==> src/rtl/soc_boot_loader_pkg.sv <==
// Shared widths and FSM state encoding for the boot-image loader.
// No logic; types and constants only.
// Imported by the loader top and its bench.
package soc_boot_loader_pkg;

    localparam int WB_ADDR_W = 24;   // Wishbone word-address width
    localparam int RW        = 16;   // Wishbone data width (one packed word)

    typedef enum logic [3:0] {
        ST_IDLE   = 4'd0,
        ST_LEN_LO = 4'd1,
        ST_LEN_HI = 4'd2,
        ST_DAT_LO = 4'd3,
        ST_DAT_HI = 4'd4,
        ST_WRITE  = 4'd5,
        ST_CSUM   = 4'd6,
        ST_DONE   = 4'd7,
        ST_ERR    = 4'd8
    } state_t;

endpackage

==> src/rtl/soc_boot_loader.sv <==
// Boot-image writer: framed byte stream -> 16-bit LE words -> Wishbone single writes, XOR trailer check.
// Latency: bus strobe rises the cycle after the high data byte is accepted; 1 byte/cycle in rx states.
// Backpressure: rx_ready is low outside the byte-receiving states; a write holds until wb_ack/wb_err.
module soc_boot_loader
    import soc_boot_loader_pkg::*;
#(
    parameter logic [WB_ADDR_W-1:0] BASE_ADDR = '0,
    parameter int                   MAX_WORDS = 2048
) (
    input  logic                 i_clk,
    input  logic                 i_rst,
    input  logic                 i_start,
    input  logic [7:0]           rx_data,
    input  logic                 rx_valid,
    output logic                 rx_ready,
    output logic                 wb_cyc,
    output logic                 wb_stb,
    output logic                 wb_we,
    output logic [WB_ADDR_W-1:0] wb_adr,
    output logic [RW-1:0]        wb_o_dat,
    output logic [1:0]           wb_sel,
    input  logic                 wb_ack,
    input  logic                 wb_err,
    output logic                 o_busy,
    output logic                 o_done,
    output logic                 o_error,
    output logic [15:0]          o_words
);

    localparam logic [15:0] MAX_N = 16'(MAX_WORDS);

    state_t      state;
    state_t      state_nxt;
    logic [7:0]  len_lo;
    logic [15:0] len;
    logic [7:0]  lo_byte;
    logic [7:0]  csum;
    logic [15:0] word_cnt;     // doubles as the write index and the reported word count
    logic        rx_fire;
    logic [15:0] len_rx;
    logic [15:0] word_cnt_inc;

    assign rx_fire      = rx_valid & rx_ready;
    assign len_rx       = {rx_data, len_lo};
    assign word_cnt_inc = word_cnt + 16'd1;
    assign o_words      = word_cnt;

    // Byte acceptance and status flags are pure decodes of the current state.
    always_comb begin
        rx_ready = 1'b0;
        o_busy   = 1'b1;
        o_done   = 1'b0;
        o_error  = 1'b0;
        case (state)
            ST_LEN_LO, ST_LEN_HI, ST_DAT_LO, ST_DAT_HI, ST_CSUM: rx_ready = 1'b1;
            ST_IDLE: o_busy = 1'b0;
            ST_ERR: begin
                o_busy  = 1'b0;
                o_error = 1'b1;
            end
            ST_DONE: o_done = 1'b1;
            default: ;
        endcase
    end

    // State register.
    always_ff @(posedge i_clk) begin
        if (i_rst) state <= ST_IDLE;
        else       state <= state_nxt;
    end

    // Next-state decode; bus error outranks ack when both arrive together.
    always_comb begin
        state_nxt = state;
        case (state)
            ST_IDLE, ST_ERR: if (i_start) state_nxt = ST_LEN_LO;
            ST_LEN_LO: if (rx_fire) state_nxt = ST_LEN_HI;
            ST_LEN_HI: begin
                if (rx_fire) begin
                    if (len_rx == 16'd0)     state_nxt = ST_CSUM;
                    else if (len_rx > MAX_N) state_nxt = ST_ERR;
                    else                     state_nxt = ST_DAT_LO;
                end
            end
            ST_DAT_LO: if (rx_fire) state_nxt = ST_DAT_HI;
            ST_DAT_HI: if (rx_fire) state_nxt = ST_WRITE;
            ST_WRITE: begin
                if (wb_err)      state_nxt = ST_ERR;
                else if (wb_ack) state_nxt = (word_cnt_inc == len) ? ST_CSUM : ST_DAT_LO;
            end
            ST_CSUM: if (rx_fire) state_nxt = (rx_data == csum) ? ST_DONE : ST_ERR;
            ST_DONE: state_nxt = ST_IDLE;
            default: state_nxt = ST_IDLE;
        endcase
    end

    // Datapath and registered Wishbone master; the write is staged on the high-byte accept.
    always_ff @(posedge i_clk) begin
        if (i_rst) begin
            len_lo   <= '0;
            len      <= '0;
            lo_byte  <= '0;
            csum     <= '0;
            word_cnt <= '0;
            wb_cyc   <= 1'b0;
            wb_stb   <= 1'b0;
            wb_we    <= 1'b0;
            wb_sel   <= 2'b00;
            wb_adr   <= BASE_ADDR;
            wb_o_dat <= '0;
        end else begin
            case (state)
                ST_IDLE, ST_ERR: begin
                    if (i_start) begin
                        csum     <= '0;
                        word_cnt <= '0;
                    end
                end
                ST_LEN_LO: if (rx_fire) len_lo <= rx_data;
                ST_LEN_HI: if (rx_fire) len <= len_rx;
                ST_DAT_LO: begin
                    if (rx_fire) begin
                        lo_byte <= rx_data;
                        csum    <= csum ^ rx_data;
                    end
                end
                ST_DAT_HI: begin
                    if (rx_fire) begin
                        csum     <= csum ^ rx_data;
                        wb_cyc   <= 1'b1;
                        wb_stb   <= 1'b1;
                        wb_we    <= 1'b1;
                        wb_sel   <= 2'b11;
                        wb_adr   <= BASE_ADDR + WB_ADDR_W'(word_cnt);
                        wb_o_dat <= {rx_data, lo_byte};
                    end
                end
                ST_WRITE: begin
                    if (wb_err || wb_ack) begin
                        wb_cyc <= 1'b0;
                        wb_stb <= 1'b0;
                        wb_we  <= 1'b0;
                        wb_sel <= 2'b00;
                        if (!wb_err) word_cnt <= word_cnt_inc;
                    end
                end
                default: ;
            endcase
        end
    end

endmodule

==> config.mk <==
export PLATFORM = sky130hd
export DESIGN_NAME = soc_boot_loader
export DESIGN_NICKNAME = d
export VERILOG_FILES = /design/src/rtl/soc_boot_loader_pkg.sv /design/src/rtl/soc_boot_loader.sv
export SDC_FILE = /design/constraint.sdc
export NUM_CORES = 1
export LEC_CHECK = 0
export ABC_AREA = 1
export CORE_MARGIN = 5
export CORE_UTILIZATION = 40
export DETAILED_ROUTE_END_ITERATION = 6
export HOLD_SLACK_MARGIN = 0.1
export SYNTH_ARGS = -nofsm -noshare
export SYNTH_HDL_FRONTEND = slang
export SYNTH_SLANG_ARGS = --single-unit
export TNS_END_PERCENT = 5
==> constraint.sdc <==
create_clock -name i_clk -period 2.75 [get_ports i_clk]
set_input_delay 0.55 -clock i_clk [delete_from_list [all_inputs] [get_ports i_clk]]
set_output_delay 0.55 -clock i_clk [all_outputs]
set_load 0.005 [all_outputs]
# [Yosys cells after proc, flatten, opt, wreduce, memory -nomap -nowiden]
# Cells that the tools add are included.
[word_totals] register_bits=95 input_bits=14 wordCells=81
[classes] addsub=1 n_eq_ne=20 bitwise=2 order_cmp=1 reduce_logical=17 muxes=30
[op_table] cell="two-way mux 16 bit" count=3
[op_table] cell="two-way mux 4 bit" count=11
[op_table] cell="one-hot mux 16 bit (2 select lines)" count=1
[op_table] cell="one-hot mux 4 bit (7 select lines)" count=1
[op_table] cell="adder 16 x 1 -> 16 bit (second input constant)" count=1
[op_table] cell="equality test 16 bit" count=1
[op_table] cell="equality test 4 x 3 -> 1 bit (second input constant)" count=4
[op_table] cell="> comparator 16 x 12 -> 1 bit (second input constant)" count=1
[op_table] cell="zero test 16 bit" count=1
[op_table] cell="two-way mux 8 bit" count=2
[op_table] cell="one-hot mux 8 bit (2 select lines)" count=1
[op_table] cell="!= test 2 bit (second input constant)" count=7
[op_table] cell="equality test 4 x 2 -> 1 bit (second input constant)" count=2
[op_table] cell="equality test 8 bit" count=1
[op_table] cell="AND reduction 2 bit" count=4
[op_table] cell="bitwise XOR 8 bit" count=1
[op_table] cell="AND reduction 7 bit" count=1
[op_table] cell="two-way mux 1 bit" count=6
[op_table] cell="AND reduction 3 bit" count=2
[op_table] cell="nonzero test 2 bit" count=3
[op_table] cell="OR reduction 5 bit" count=1
[op_table] cell="equality test 4 x 1 -> 1 bit (second input constant)" count=1
[op_table] cell="equality test 4 bit (second input constant)" count=1
[op_table] cell="zero test 4 bit" count=1
[op_table] cell="10 further kinds" count=13

# [Depth between registers and ports, before layout]
[depth] ltp_word=6 mapped_depth=16

# [Least setup slack after synthesis]
# Ideal clock, no wire load.
[synth_timing] path_type="reg-to-reg" start="register word_cnt[0], in the netlist o_words[0]" end="register state[0]" n_path_buf=0 t_required_ns=2.618 slack_ns=0.975 arrival_ns=1.643 period_less_slack_ns=1.775 stages_incl_launch_ff=17 path_cell_list="dfxtp_1 > ha_1 > nand2_2 > nor2_2 > nand2_1 > nand2_1 > nand2_1 > nand2_1 > nand2_1 > nor2_1 > nand2_1 > nor2_1 > nand3_1 > nand2_1 > nand2_1 > nand2_1 > a21oi_1"
[synth_between] elab_chain_cells=6
[synth_rtl] item="from (decl)" line_no="soc_boot_loader.sv:38" source="logic [15:0] word_cnt;"
[synth_rtl] item="from (signal assigned)" line_no="soc_boot_loader.sv:144" source="if (!wb_err) word_cnt <= word_cnt_inc;"
[synth_rtl] item="adder 16 x 1 -> 16 bit" line_no="soc_boot_loader.sv:45" source="assign word_cnt_inc = word_cnt + 16'd1;"
[synth_rtl] item="equality test 16 bit" line_no="soc_boot_loader.sv:89" source="else if (wb_ack) state_nxt = (word_cnt_inc == len) ? ST_CSUM : ST_DAT_LO;"
[synth_rtl] item="two-way mux 3 bit" line_no="soc_boot_loader.sv:89"
[synth_rtl] item="two-way mux 4 bit" line_no="soc_boot_loader.sv:89"
[synth_rtl] item="two-way mux 4 bit" line_no="soc_boot_loader.sv:88" source="if (wb_err) state_nxt = ST_ERR;"
[synth_rtl] item="one-hot mux 4 bit (7 select lines)" line_no="soc_boot_loader.sv:75" source="case (state)"
[synth_rtl] item="to (signal assigned)" line_no="soc_boot_loader.sv:69" source="else state <= state_nxt;"
[synth_rtl] item="to (decl)" line_no="soc_boot_loader.sv:32" source="state_t state;"
# No other way between the ends. The select of a mux whose other input is x is not followed.
# A chain may end at the register's enable or synchronous reset.

# [Worst setup path in the final report]
[layout_timing] start="register state[2]" end="output port rx_ready"
[layout_between] elab_chain_cells=3 elab_cells_between_ends=7 cone_classes="eq/ne (5); mux (1); reduce/logical (1)"
[layout_rtl] item="equality test 4 x 3 -> 1 bit (tied with other cells)" line_no="soc_boot_loader.sv:54" source="case (state)"
[layout_rtl] item="OR reduction 5 bit *" line_no="soc_boot_loader.sv:54"
[layout_rtl] item="two-way mux 1 bit *" line_no="soc_boot_loader.sv:54"
[layout_rtl] item="to (decl)" line_no="soc_boot_loader.sv:15" source="output logic rx_ready,"
# Every way passes the cells marked *; elsewhere a longest branch is shown, timed or not.

==> out/results.ini <==
[run_status]
status=completed

[detailed_routing]
viasPerCell=4.992
wl_um=12660
ant_nets=0
drt_pass1_iterations=4
wl_per_cell_um=14.57
drtIter0Drc=214
vias=4338
drc_errors=0

[worst_setup_path]
slowest_delay_ps=500
end_kind=output port
rr_startpoint=o_words[0]
worstPathArrival_ps=1980
rr_endpoint=state[2]
path_cells=inv_1, nor2_2, nand2_1, nand2_2, nor3_1, inv_1, clkdlybuf4s50_1
setup.worst_path.start_class=flop
path_buf_inv=3
r2r_cells=15
cp.required_ps=2200
critPathSlowestCell=clkdlybuf4s50_1
critPathTopFamily=buffers and inverters
timing.critical_path.mode_cell=inv_1
worstPathMaxFanout=11
rrSetupSlack_ps=470
critPathKind=flop to output port

[pwr]
intPower_mw=2.104
pwr_density_cell_mw_per_mm2=582.7
switchingPower_mw=1.086
switching_share_pct=34.04
p_total_mw=3.190
p_leak_nw=2.097
power_frac_clock_pct=30.1
peakVddDrop_v=0.0002679
pwr-share-comb_pct=23.4
pwr-share-seq_pct=46.6

[global_route]
grt_pass1_vias=4199
grt-ovfl-total=0
grt_use_total_pct=19.83
grt_pass1_wl_um=20920
antenna_found_initial=0
grt_max_degree=49

[floorplan]
die_h_um=115.7
fp.dieW_um=115.7
io-pin-count=79
coreArea_mm2=0.01089
die_area_mm2=0.01339
row_count=38
start_util_pct=41.06

[sta]
clock.fmax_mhz=394.9
tns_ps=0
drv_slew=0
rsz0062_at_grt=no
setup_viol=0
worst_slew_pin_slew_ps=607.7
slew_headroom_pct=59.44
fin_crit_sh_pct=92.08
hold_viol=0
whs_ps=459.5
period_needed_ps=2532
finalClockSkew_ps=13.31

[finish]
layout.nets=739
final_cell_mix=nand2_1, dfxtp_1, a21oi_1
areaGrowthSynthToFinish_pct=22.47
seq_area_mm2=0.001862
fill_cells=1138
drive_gt1_share_pct=6.173
multi_input_area_mm2=0.002172
diodes=0
mostFrequentLayoutCell=nand2_1

[hold_path]
holdCritStartpoint=lo_byte[6]
hold_depth=2
hold_path_class=flop to flop
hold_end=wb_o_dat[6]

[clock_tree]
cts.repair.resized=0
insertion_delay_ps=380
cts_buffers=9
postCtsHoldBufs=0
path_clk_slew_ps=90
ctsHtreeMaxLevel=3
cts_root_buf=clkbuf_8
cts_tree=done
postCtsSetupBuffers=0
clockBufferDepth=2
cts.sinks=93

[place]
place.gp.congestion=0.9257
place_hpwl_um=9299
numPortBuffers=70

[job]
drv_cap=0

[synthesis]
ys_warn_count=0
netlist_area_mm2=0.004471
synth_cell_types=27
synthCells=661
seq_area_frac_synth_pct=41.65
synth-seq-cells=93
syn_avg_cell_area_um2=6.763

-- routing by layer --
metal	vias to the layer above	wire (um)	track usage [%]
li1	2261	-	-
met1	1951	5770	25.71
met2	104	6053	32.83
met3	22	544	3.394
met4	0	295	8.198
met5	-	0	0
-- layout make-up --
cell class,count,share of cell area [%]
multi-input cells,467,39.67
flip-flops and latches,93,34.00
repair buffers,82,14.67
inverters,71,4.867
well taps,140,3.199
clock buffers,10,2.331
clock inverters,6,1.257
-- sequential cells by signal (all words and copies together), names as in the netlist --
signal,cells
csum,8
len,16
len_lo,8
lo_byte,8
o_words,16
state,4
wb_adr,16
wb_o_dat,16
wb_sel,1
-- logic make-up (layout without fill, tap and decap cells) --
kind of cell	after synthesis	after routing	synth area share [%]
compound gates	155	155	17.74
fa+ha+maj	1	1	0.2798
other cells	1	8	0.08388
simple gates	293	293	27.88
xor+xnor	10	10	1.959
flops	93	93	41.65
buf+inv	108	169	10.41
-- Yosys cell counts --
cell	instances	area share, %
a21oi_2	1	0.20
a32oi_1	1	0.20
xor2_1	9	1.8
o21ai_1	3	0.34
nor4_1	2	0.28
xnor2_1	1	0.20
nor2_2	5	0.70
nor2_4	3	0.76
nand4_1	11	1.5
buf_4	13	2.2
inv_2	6	0.50
inv_1	65	5.5
conb_1	1	0.084
nand2_1	146	12
nor3_1	3	0.34
buf_2	3	0.34
buf_6	1	0.25
nor2_1	66	5.5
nand3_1	54	6.0
dfxtp_1	93	42
a22oi_1	4	0.67
and2_1	1	0.14
clkbuf_1	20	1.7
a21oi_1	81	9.1
nand2_2	2	0.28
o21ai_0	65	7.3
ha_1	1	0.28
-- stage by stage --
stage,util [%],instance area (um^2),cells,worst slack [ps]
after floorplan,-,4497,668,974.5
after global placement,48.46,5276,853,305.1
after detailed placement,48.46,5276,853,239.1
after CTS,50.26,5473,869,53.45
after global routing,50.29,5475,869,46.80
final,50.29,5475,869,217.8
-- power groups by stage --
stage | sequential (mW) | combinational, mW | clock (mW)
after CTS | 1.49 | 0.746 | 0.995
after detailed placement | 1.52 | 0.744 | 0
after floorplan | 1.50 | 0.513 | 0
after global placement | 1.51 | 0.747 | 0
after global routing | 1.50 | 0.853 | 1.05
final | 1.49 | 0.745 | 0.960
-- worst max-delay path by stage --
stage                from  endpoint  slack (ps)  cells after the start
2_1_floorplan  o_words[0]  state[0]         970                     16
3_3_place_gp   rx_data[6]  state[3]         310                      8
3_5_place_dp   rx_data[6]  state[2]         240                      9
4_1_cts          state[2]  rx_ready          50                      7
5_1_grt          state[2]  rx_ready          50                      7
6_report         state[2]  rx_ready         220                      7
-- worst register-to-register path: stages, from the launching register on --
cell     delay [ps]
dfxtp_1         460
ha_1            250
nand2_2         110
nor2_2          290
nand2_1          90
nand2_1          80
nand2_1          70
nand2_1          70
nand2_1          50
nor2_1           80
nand3_1         100
nor2_1          190
nand3_1         130
nand2_1          70
nand2_1          50
a21oi_1         130
Power figures use the tool's default switching activity.
